File: config.mk
export PLATFORM = sky130hd
export DESIGN_NAME = baud_sipo_detect_flat
export DESIGN_NICKNAME = d
export VERILOG_FILES = /design/src/rtl/uart_pattern_pkg.sv /design/src/rtl/baud_sipo_detect_if.sv /design/src/rtl/baud_tick_ctr.sv /design/src/rtl/baud_sipo_detect.sv /design/src/flat_wrapper.sv
export SDC_FILE = /design/constraint.sdc
export NUM_CORES = 1
export LEC_CHECK = 0
export CORE_MARGIN = 4
export CORE_UTILIZATION = 35
export CTS_BUF_LIST = sky130_fd_sc_hd__clkbuf_4 sky130_fd_sc_hd__clkbuf_8 sky130_fd_sc_hd__clkbuf_16
export DETAILED_ROUTE_END_ITERATION = 10
export PLACE_DENSITY = 0.59
export SLEW_MARGIN = 40
export SYNTH_ARGS = -nofsm -noshare
export SYNTH_HDL_FRONTEND = slang
export SYNTH_SLANG_ARGS = --single-unit
File: constraint.sdc
create_clock -name clk -period 1.2 [get_ports clk]
set_clock_uncertainty 0.15 [all_clocks]
set_input_delay 0.12 -clock clk [delete_from_list [all_inputs] [get_ports clk]]
set_output_delay 0.12 -clock clk [all_outputs]
set_load 0.05 [all_outputs]
File: src/rtl/uart_pattern_pkg.sv
// Shared constants and helpers for the UART pattern receiver datapath.
// Latency: n/a (package only).
// Backpressure: n/a (package only).
package uart_pattern_pkg;

  // Comparator width: one BCD digit
  localparam int PATTERN_W = 4;

  // Default system clock and serial bit rate
  localparam int DEF_CLK_FREQ_HZ = 1_600_000;
  localparam int DEF_BAUD_RATE   = 100_000;

  // Clock cycles per serial bit (integer division)
  function automatic int DIV_OF(input int clk_hz, input int baud);
    return clk_hz / baud;
  endfunction

endpackage

File: src/rtl/baud_sipo_detect_if.sv
// Bundle of sampler-side strobes and datapath results for baud_sipo_detect.
// Latency: n/a (wiring only).
// Backpressure: none; every signal is a per-cycle level or strobe.
interface baud_sipo_detect_if #(
  parameter int WIDTH = 8
);
  logic             en;
  logic             align;
  logic             tick;
  logic             bit_valid;
  logic             bit_in;
  logic [WIDTH-1:0] shift_window;
  logic             match_comb;
  logic             match_pulse;

  // Sampler FSM side: drives enables and sampled bits, consumes results
  modport master (
    output en, align, bit_valid, bit_in,
    input  tick, shift_window, match_comb, match_pulse
  );

  // Datapath side
  modport slave (
    input  en, align, bit_valid, bit_in,
    output tick, shift_window, match_comb, match_pulse
  );
endinterface

File: src/rtl/baud_tick_ctr.sv
// Baud tick generator: free-running 0..DIV-1 counter with mid-bit re-align.
// Latency: first tick DIV/2 cycles after align, then every DIV cycles; tick is registered.
// Backpressure: none; en=0 parks the counter at zero and silences tick.
module baud_tick_ctr #(
  parameter int DIV = 16
) (
  input  logic clk,
  input  logic rst_n,
  input  logic i_en,
  input  logic i_align,
  output logic o_tick
);

  localparam int CW = (DIV > 1) ? $clog2(DIV) : 1;
  localparam logic [CW-1:0] TERM = CW'(DIV - 1);
  // Loading DIV - DIV/2 puts the terminal count DIV/2 edges after the align edge
  localparam logic [CW-1:0] LOAD = CW'(DIV - DIV / 2);

  logic [CW-1:0] r_cnt;
  logic          r_tick;

  // Counter and registered tick; align wins over en
  always_ff @(posedge clk or negedge rst_n) begin
    if (!rst_n) begin
      r_cnt  <= '0;
      r_tick <= 1'b0;
    end else if (i_align) begin
      r_cnt  <= LOAD;
      r_tick <= 1'b0;
    end else if (!i_en) begin
      r_cnt  <= '0;
      r_tick <= 1'b0;
    end else if (r_cnt == TERM) begin
      r_cnt  <= '0;
      r_tick <= 1'b1;
    end else begin
      r_cnt  <= r_cnt + CW'(1);
      r_tick <= 1'b0;
    end
  end

  assign o_tick = r_tick;

endmodule

File: src/rtl/baud_sipo_detect.sv
// Bit-level UART pattern datapath: baud ticks, WIDTH-bit SIPO window, 4-bit digit match.
// Latency: match_pulse 1 cycle after the shift edge (3 cycles with MATCH_SYNC_EN defined).
// Backpressure: none; bit_valid shifts unconditionally and all outputs are strobes/levels.
module baud_sipo_detect
  import uart_pattern_pkg::*;
#(
  parameter int CLK_FREQ_HZ   = DEF_CLK_FREQ_HZ,
  parameter int BAUD_RATE     = DEF_BAUD_RATE,
  parameter int WIDTH         = 8,
  parameter int PATTERN_DIGIT = 6
) (
  input  logic                clk,
  input  logic                rst_n,
  baud_sipo_detect_if.slave   bus
);

  localparam int DIV = DIV_OF(CLK_FREQ_HZ, BAUD_RATE);
  localparam logic [PATTERN_W-1:0] PAT = PATTERN_W'(PATTERN_DIGIT);

  if (DIV < 2) begin : g_div_chk
    $error("baud_sipo_detect: CLK_FREQ_HZ/BAUD_RATE must be >= 2");
  end
  if (WIDTH < PATTERN_W) begin : g_width_chk
    $error("baud_sipo_detect: WIDTH must be >= 4");
  end
  if (PATTERN_DIGIT < 0 || PATTERN_DIGIT > 9) begin : g_digit_chk
    $error("baud_sipo_detect: PATTERN_DIGIT must be 0..9");
  end

  baud_tick_ctr #(
    .DIV (DIV)
  ) u_baud (
    .clk     (clk),
    .rst_n   (rst_n),
    .i_en    (bus.en),
    .i_align (bus.align),
    .o_tick  (bus.tick)
  );

  logic [WIDTH-1:0]     r_window;
  logic [PATTERN_W-1:0] w_next_nib;
  logic                 r_hit;

  // Low nibble the window will hold after this edge if a bit is shifted in
  assign w_next_nib = {r_window[PATTERN_W-2:0], bus.bit_in};

  // SIPO window, newest bit at LSB; holds when no bit is offered
  always_ff @(posedge clk or negedge rst_n) begin
    if (!rst_n) begin
      r_window <= '0;
    end else if (bus.bit_valid) begin
      r_window <= {r_window[WIDTH-2:0], bus.bit_in};
    end
  end

  // Match strobe judged on the post-shift window, so overlaps each fire
  always_ff @(posedge clk or negedge rst_n) begin
    if (!rst_n) begin
      r_hit <= 1'b0;
    end else begin
      r_hit <= bus.bit_valid && (w_next_nib == PAT);
    end
  end

  assign bus.shift_window = r_window;
  assign bus.match_comb   = (r_window[PATTERN_W-1:0] == PAT);

`ifdef MATCH_SYNC_EN
  logic       r_tgl;
  logic [1:0] r_sync;

  // Toggle per strobe, then two-flop retime; edge of the toggle rebuilds the pulse
  always_ff @(posedge clk or negedge rst_n) begin
    if (!rst_n) begin
      r_tgl  <= 1'b0;
      r_sync <= 2'b00;
    end else begin
      r_tgl  <= r_tgl ^ r_hit;
      r_sync <= {r_sync[0], r_tgl};
    end
  end

  assign bus.match_pulse = r_sync[1] ^ r_sync[0];
`else
  assign bus.match_pulse = r_hit;
`endif

endmodule

File: src/flat_wrapper.sv
// flat-port wrapper written by rule: the top's interface ports become plain ports
module baud_sipo_detect_flat import uart_pattern_pkg::*;
#(
  parameter int CLK_FREQ_HZ   = DEF_CLK_FREQ_HZ,
  parameter int BAUD_RATE     = DEF_BAUD_RATE,
  parameter int WIDTH         = 8,
  parameter int PATTERN_DIGIT = 6
)
  (clk, rst_n, bus_en, bus_align, bus_bit_valid, bus_bit_in, bus_tick, bus_shift_window, bus_match_comb, bus_match_pulse);
  baud_sipo_detect_if #(.WIDTH(WIDTH)) bus_i ();
  input  logic clk;
  input  logic rst_n;
  input wire logic [$bits(bus_i.en)-1:0] bus_en;
  input wire logic [$bits(bus_i.align)-1:0] bus_align;
  input wire logic [$bits(bus_i.bit_valid)-1:0] bus_bit_valid;
  input wire logic [$bits(bus_i.bit_in)-1:0] bus_bit_in;
  output wire logic [$bits(bus_i.tick)-1:0] bus_tick;
  output wire logic [$bits(bus_i.shift_window)-1:0] bus_shift_window;
  output wire logic [$bits(bus_i.match_comb)-1:0] bus_match_comb;
  output wire logic [$bits(bus_i.match_pulse)-1:0] bus_match_pulse;
  assign bus_i.en = bus_en;
  assign bus_i.align = bus_align;
  assign bus_i.bit_valid = bus_bit_valid;
  assign bus_i.bit_in = bus_bit_in;
  assign bus_tick = bus_i.tick;
  assign bus_shift_window = bus_i.shift_window;
  assign bus_match_comb = bus_i.match_comb;
  assign bus_match_pulse = bus_i.match_pulse;
  baud_sipo_detect #(.CLK_FREQ_HZ(CLK_FREQ_HZ), .BAUD_RATE(BAUD_RATE), .WIDTH(WIDTH), .PATTERN_DIGIT(PATTERN_DIGIT)) u_core (.clk(clk), .rst_n(rst_n), .bus(bus_i));
endmodule
==> metrics.yaml, run 1 <==
sta:
  period_minus_slack_ps: 1440
  crit_share_post_route_pct: 120
  final-setup-viol-count: 4
  rsz0062_at_grt: "yes"
  finalHoldViolations: 0
  tightest_slew_ps: 251
  slew_headroom_pct: 83.2
  final-max-slew-violation-count: 0
  fmax_mhz: 693
  finalWorstSetupSlack_ps: -242
  hold_ws_ps: 5.51
  totalNegativeSetupSlack_ps: -386
global_routing:
  overall_global_routing_resource_usage_pct: 11.7
  grt_antenna_before_repair: 0
  maximum_number_of_pins_on_one_net_before_global_route_repair: 15
  grt_pass1_wl_um: 1810
  via_count_of_the_first_global_routing_pass: 421
  total_congestion_overflow: 0
power:
  power_density_nw_per_um2: 1630
  vdd_drop_max_mv: 1.10
  internal_power_mw: 1.02
  leakage_nw: 0.425
  power_frac_seq_pct: 39.8
  clockPowerShare_pct: 16.0
  share_comb_of_total_power_pct: 44.2
  swShare_pct: 35.0
  net-switching-power_mw: 0.548
floorplanning:
  floorplan.die.width_um: 48.2
  ios: 17
  initial_core_util_pct: 37.2
  core_region_area_um2: 1520
  design.die.area_um2: 2330
  fp.dieH_um: 48.2
  rows: 14
synth:
  area_contributors_post_synth: "sky130_fd_sc_hd__dfrtp_1, sky130_fd_sc_hd__mux2_2, sky130_fd_sc_hd__nor4b_2, sky130_fd_sc_hd__ha_1, sky130_fd_sc_hd__buf_6"
  synth-xor-area-share_pct: 1.55
  synth_flop_type: "sky130_fd_sc_hd__dfrtp_1"
  postSynthCellCount: 42
  synth_top_family_by_area: "multiplexers"
  yosys_warnings: 0
  synth_nets: 49
  synth_simple_gate_area_share_pct: 13.7
  synth_fa_ha_area_share_pct: 2.21
  yosys-top-cells-count: "sky130_fd_sc_hd__dfrtp_1, sky130_fd_sc_hd__mux2_2, sky130_fd_sc_hd__nor2_1"
  share_of_cell_area_taken_by_muxes_after_synthesis_pct: 13.9
  postSynthRegisterBits: 14
  synthDistinctLibCells: 18
  share_of_the_synthesized_area_in_compound_gates_ao_oa_aoi_oai_pct: 3.53
  synth-edff-count: 0
  synth.yosys.seq_area_share_pct: 61.8
  post-synth-top-area-cell: "sky130_fd_sc_hd__dfrtp_1"
  ys_async_sr_fraction_pct: 100
  synthesis.area_per_instance_um2: 13.5
  synth.top_cell.area_share_pct: 61.8
  yosysMostFrequentCell: "sky130_fd_sc_hd__dfrtp_1"
  netlist_area_um2: 567
clock_tree:
  clock_tree.buffer_depth: 2
  clkTransAtPathRegs_ps: 80
  numCtsBuffers: 3
  clock_sink_count: 14
  clock-root-buffer: "sky130_fd_sc_hd__clkbuf_4"
  worstSkewPairLatency_ps: 270
  tritoncts_clock_tree: "yes"
  cts_hold_repair_buffers: 0
  htree_num_levels: 1
setup_path:
  slowest_delay_ps: 370
  crit_fanout: 2
  timing.critical_path.slowest_stage_cell: "sky130_fd_sc_hd__dfrtp_2"
  worst_ep_arrival_time_ps: 1170
  crit_path_start_kind: "flip-flop"
  cp_num_buf_inv: 2
  worst-setup-path-type: "reg -> out"
  cp_top_family: "flip-flops"
  critical_path_data_required_time_ps: 930
  crit_chain: "inv_2 > nor4b_4 > buf_12"
  critPathCaptureType: "primary output"
placed_design:
  placed_wire_length_estimate_um: 794
  place.gp.congestion: 0.760
  placement.io_buffers: 16
  placed_cell_area_um2: 911
  place_ws_ps: -154
outcome:
  result_of_the_run: "finished with violations"
  failing_checks: "negative setup slack"
routing:
  route.detailed.drc: 0
  postRouteWirelength_um: 1100
  firstDrtPassIters: 4
  wl_per_cell_um: 13.3
  post_drt_via_cell_ratio: 4.76
  via_count: 395
  number_of_design_rule_violations_left_by_the_first_detailed_router_iteration: 8
  drt.antenna.violating_nets: 0
worst_hold_path:
  hold_path_class: "in -> async"
cells_and_area:
  n_antenna_cell: 0
  post-route-cell-area_um2: 960
  post_route_cells_drive_above_1_share_pct: 55.2
  area.growth.synth_to_final_pct: 69.3
  nets: 76
run:
  cap_viol_max_count: 0
-- timing repair --
action | CTS | global route
endpoints found under the setup margin | 4 | 9
resized for setup | 1 | 4
endpoints found under the hold margin | 0 | 0
gates cloned | 0 | 0
pin swaps | 1 | 0
setup buffers | 1 | 0
-- final timing paths --
path / start / endpoint / slack (ps) / cells after the start
max: u_core.bus.shift_window[2] / bus_match_comb / -240 / 3
min: rst_n / u_core.bus.match_pulse / 6 / 2
max reg2reg: u_core.bus.shift_window[0] / u_core.bus.shift_window[0] / 20 / 3
min reg2reg: u_core.u_baud.r_cnt[0] / u_core.u_baud.r_cnt[0] / 350 / 1
max in group asynchronous: rst_n / u_core.bus.shift_window[3] / 710 / 2
min in group clk: bus_align / u_core.u_baud.r_cnt[3] / 310 / 3
-- power groups by stage --
stage               Clock [mW]  Combinational, mW  Sequential (mW)
floorplan                    0             0.0990            0.826
global placement             0              0.678            0.630
detailed placement           0              0.682            0.631
CTS                      0.269              0.690            0.623
global route             0.292              0.720            0.632
finish                   0.251              0.692            0.623
-- stage by stage --
stage | util [%] | std cells | total power, mW
detailed placement | 59.8 | 79 | 1.31
global route | 63.0 | 83 | 1.64
global placement | 59.8 | 79 | 1.31
floorplan | - | 42 | 0.925
finish | 63.0 | 83 | 1.57
CTS | 62.0 | 83 | 1.58
-- kinds of logic (layout without fill, tap and decap cells) --
group	after synthesis	count (layout)
DFF	14	14
muxes	7	7
and+or+nand+nor	12	12
AOI/OAI and AO/OA	4	4
adders and majority gates	1	1
buffers and inverters	3	28
xor gates and xnor gates	1	1
-- layout make-up --
type / instances / area [um2]
multi-input combinational: 25 / 224
fill: 114 / 564
timing repair buffer: 23 / 330
tap: 16 / 20.0
sequential: 14 / 355
clock buffer: 3 / 22.5
inverter: 2 / 7.51
-- state kept, by name (all words and copies together) (netlist names) --
name / flops
u_core.bus.shift_window: 8
u_core.u_baud.o_tick: 1
u_core.u_baud.r_cnt: 4
u_core.bus.match_pulse: 1
-- placed cells by master (no fill, tap or decap), types with 2 or more instances in the layout --
master | netlist | final
sky130_fd_sc_hd__buf_6 | 1 | 2
sky130_fd_sc_hd__dfrtp_1 | 14 | 10
sky130_fd_sc_hd__a21oi_1 | 2 | 2
sky130_fd_sc_hd__buf_4 | 0 | 5
sky130_fd_sc_hd__dfrtp_2 | 0 | 4
sky130_fd_sc_hd__nor2_1 | 3 | 3
sky130_fd_sc_hd__mux2_2 | 7 | 6
sky130_fd_sc_hd__clkdlybuf4s50_1 | 0 | 5
sky130_fd_sc_hd__clkbuf_4 | 0 | 3
sky130_fd_sc_hd__nand2_1 | 2 | 2
sky130_fd_sc_hd__buf_12 | 0 | 11
-- routing by layer --
| layer | vias to the layer above | track usage [%] | routed length, um |
|---|---|---|---|
| li1 | 194 | - | - |
| met1 | 189 | 13.3 | 470 |
| met2 | 10 | 18.8 | 561 |
| met3 | 2 | 4.43 | 61 |
| met4 | 0 | 6.45 | 9 |
| met5 | - | 0 | 0 |
Power figures use the tool's default switching activity.
==> run 2, diff against run 1 <==
Clock period 1.2 ns to 1.5 ns, I/O delays scaled along.
==> run 2 against run 1 <==
Compared with the run above:
- the flow now finishes without violations
- critical path type unchanged
- global-route usage fell by 1.4 points
- hold slack improved by 20 ps
- flip-flop and latch count did not move
- power fell by 18%
- routed wire length fell by 7.0%
- combinational power fell by 23%
- non-clock buffer count fell by 4
- clock-buffer cell count rose by 1
==> metrics.yaml, run 2 (same netlist as run 1, synthesis figures left out) <==
sta:
  finalHoldViolations: 0
  fmax_mhz: 671
  totalNegativeSetupSlack_ps: 0
  crit_share_post_route_pct: 99.4
  final-max-slew-violation-count: 0
  slew_headroom_pct: 75.2
  period_minus_slack_ps: 1490
  final-setup-viol-count: 0
  rsz0062_at_grt: "yes"
  tightest_slew_ps: 371
power:
  leakage_nw: 0.406
  share_comb_of_total_power_pct: 41.1
  power_density_nw_per_um2: 1400
  net-switching-power_mw: 0.439
  clockPowerShare_pct: 20.1
  swShare_pct: 34.0
  power_frac_seq_pct: 38.8
  vdd_drop_max_mv: 0.747
  internal_power_mw: 0.852
routing:
  route.detailed.drc: 0
  number_of_design_rule_violations_left_by_the_first_detailed_router_iteration: 10
  via_count: 396
  firstDrtPassIters: 4
  post_drt_via_cell_ratio: 4.95
  drt.antenna.violating_nets: 0
  postRouteWirelength_um: 1030
  wl_per_cell_um: 12.8
floorplanning:
  core_region_area_um2: 1520
  design.die.area_um2: 2330
  floorplan.die.width_um: 48.2
  ios: 17
  fp.dieH_um: 48.2
  initial_core_util_pct: 37.2
  rows: 14
global_routing:
  maximum_number_of_pins_on_one_net_before_global_route_repair: 15
  grt_pass1_wl_um: 1640
  total_congestion_overflow: 0
  grt_antenna_before_repair: 0
  overall_global_routing_resource_usage_pct: 10.3
  via_count_of_the_first_global_routing_pass: 370
clock_tree:
  numCtsBuffers: 3
  cts-resized-gates: 0
  clock-root-buffer: "sky130_fd_sc_hd__clkbuf_4"
  worstSkewPairLatency_ps: 270
  clock_sink_count: 14
  clkTransAtPathRegs_ps: 80
  tritoncts_clock_tree: "yes"
  htree_num_levels: 1
  clock_tree.buffer_depth: 2
cells_and_area:
  largest_register_ffs: 8
  n_antenna_cell: 0
  post_route_cells_drive_above_1_share_pct: 50.0
  filler_cell_count: 122
  most-common-layout-cells: "sky130_fd_sc_hd__buf_12, sky130_fd_sc_hd__dfrtp_1, sky130_fd_sc_hd__mux2_2"
  nets: 72
  layout_commonest_cell: "sky130_fd_sc_hd__buf_12"
  stdcell_count: 80
  area.growth.synth_to_final_pct: 63.1
setup_path:
  crit_path_start_kind: "flip-flop"
  timing.critical_path.slowest_stage_cell: "sky130_fd_sc_hd__dfrtp_2"
  critPathCaptureType: "primary output"
  crit_fanout: 2
  critical_path_data_required_time_ps: 1200
  worst-setup-path-type: "reg -> out"
  crit_chain: "inv_2 > nor4b_4 > buf_12"
  worst_ep_arrival_time_ps: 1190
  slowest_delay_ps: 380
run:
  cap_viol_max_count: 0
placed_design:
  total_placed_cells_including_tap_cells: 74
  place.gp.congestion: 0.773
  placement.io_buffers: 16
outcome:
  result_of_the_run: "finished, final reports clean"
worst_hold_path:
  hold_path_class: "in -> async"
-- run 2: final cells by class --
| class | instances | area, um2 | area share, % |
|---|---|---|---|
| Tap cell | 16 | 20.0 | 2.17 |
| Clock buffer | 4 | 36.3 | 3.92 |
| Multi-Input combinational cell | 25 | 213 | 23.0 |
| Timing Repair Buffer | 19 | 293 | 31.7 |
| Sequential cell | 14 | 355 | 38.4 |
| Inverter | 2 | 7.51 | 0.812 |
-- run 2: routing by layer --
metal	GRT usage, %	part of all wire [%]	vias up
li1	-	-	194
met1	13.6	44	190
met2	15.1	48	10
met3	4.80	6.6	2
met4	3.23	0.78	0
met5	0	0	-
-- run 2: through the flow --
stage | cell area, um2 | setup WS [ps] | power [mW] | hold slack (ps) | util, %
after floorplan | 587 | -25.0 | 0.740 | -296 | -
after global placement | 873 | 21.0 | 1.02 | 329 | 57.3
after detailed placement | 873 | -7.64 | 1.03 | 325 | 57.3
after CTS | 925 | -19.5 | 1.32 | 15.0 | 60.7
after global routing | 925 | -66.4 | 1.36 | 30.0 | 60.7
final | 925 | 9.26 | 1.29 | 25.1 | 60.7
-- run 2: critical path: cells and delay by family (launching register included) --
family,cells,cell delay (ps)
buf+inv,2,230
flops,1,380
simple gates,1,320
-- run 2: power by group through the flow --
stage,sequential [mW],clock (mW),combinational [mW]
6_report,0.501,0.260,0.530
5_1_grt,0.511,0.295,0.550
4_1_cts,0.503,0.277,0.536
3_5_place_dp,0.522,0,0.509
3_3_place_gp,0.520,0,0.504
2_1_floorplan,0.661,0,0.0792
-- run 2: worst paths after layout --
kind | from | end | slack (ps) | cells past startpoint
max reg2reg | u_core.u_baud.r_cnt[0] | u_core.u_baud.r_cnt[3] | 330 | 4
min reg2reg | u_core.u_baud.r_cnt[0] | u_core.u_baud.r_cnt[0] | 340 | 1
max in group asynchronous | rst_n | u_core.bus.shift_window[0] | 990 | 2
min | rst_n | u_core.u_baud.r_cnt[0] | 30 | 2
max | u_core.bus.shift_window[2] | bus_match_comb | 9 | 3
min in group clk | bus_bit_in | u_core.bus.match_pulse | 320 | 2
-- run 2: timing repair --
action                                  CTS  global route
hold buffers                              0             0
gates cloned                              0             0
pin swaps                                 1             0
buffers inserted                          2             0
endpoints found under the setup margin    1             1
hold endpoints to repair                  0             0
==> run 3, diff against run 2 <==
Settings changed: CTS_CLUSTER_DIAMETER set to 80.
==> results of run 3 <==
Final layout, timing and power as in run 2 (identical DEF).
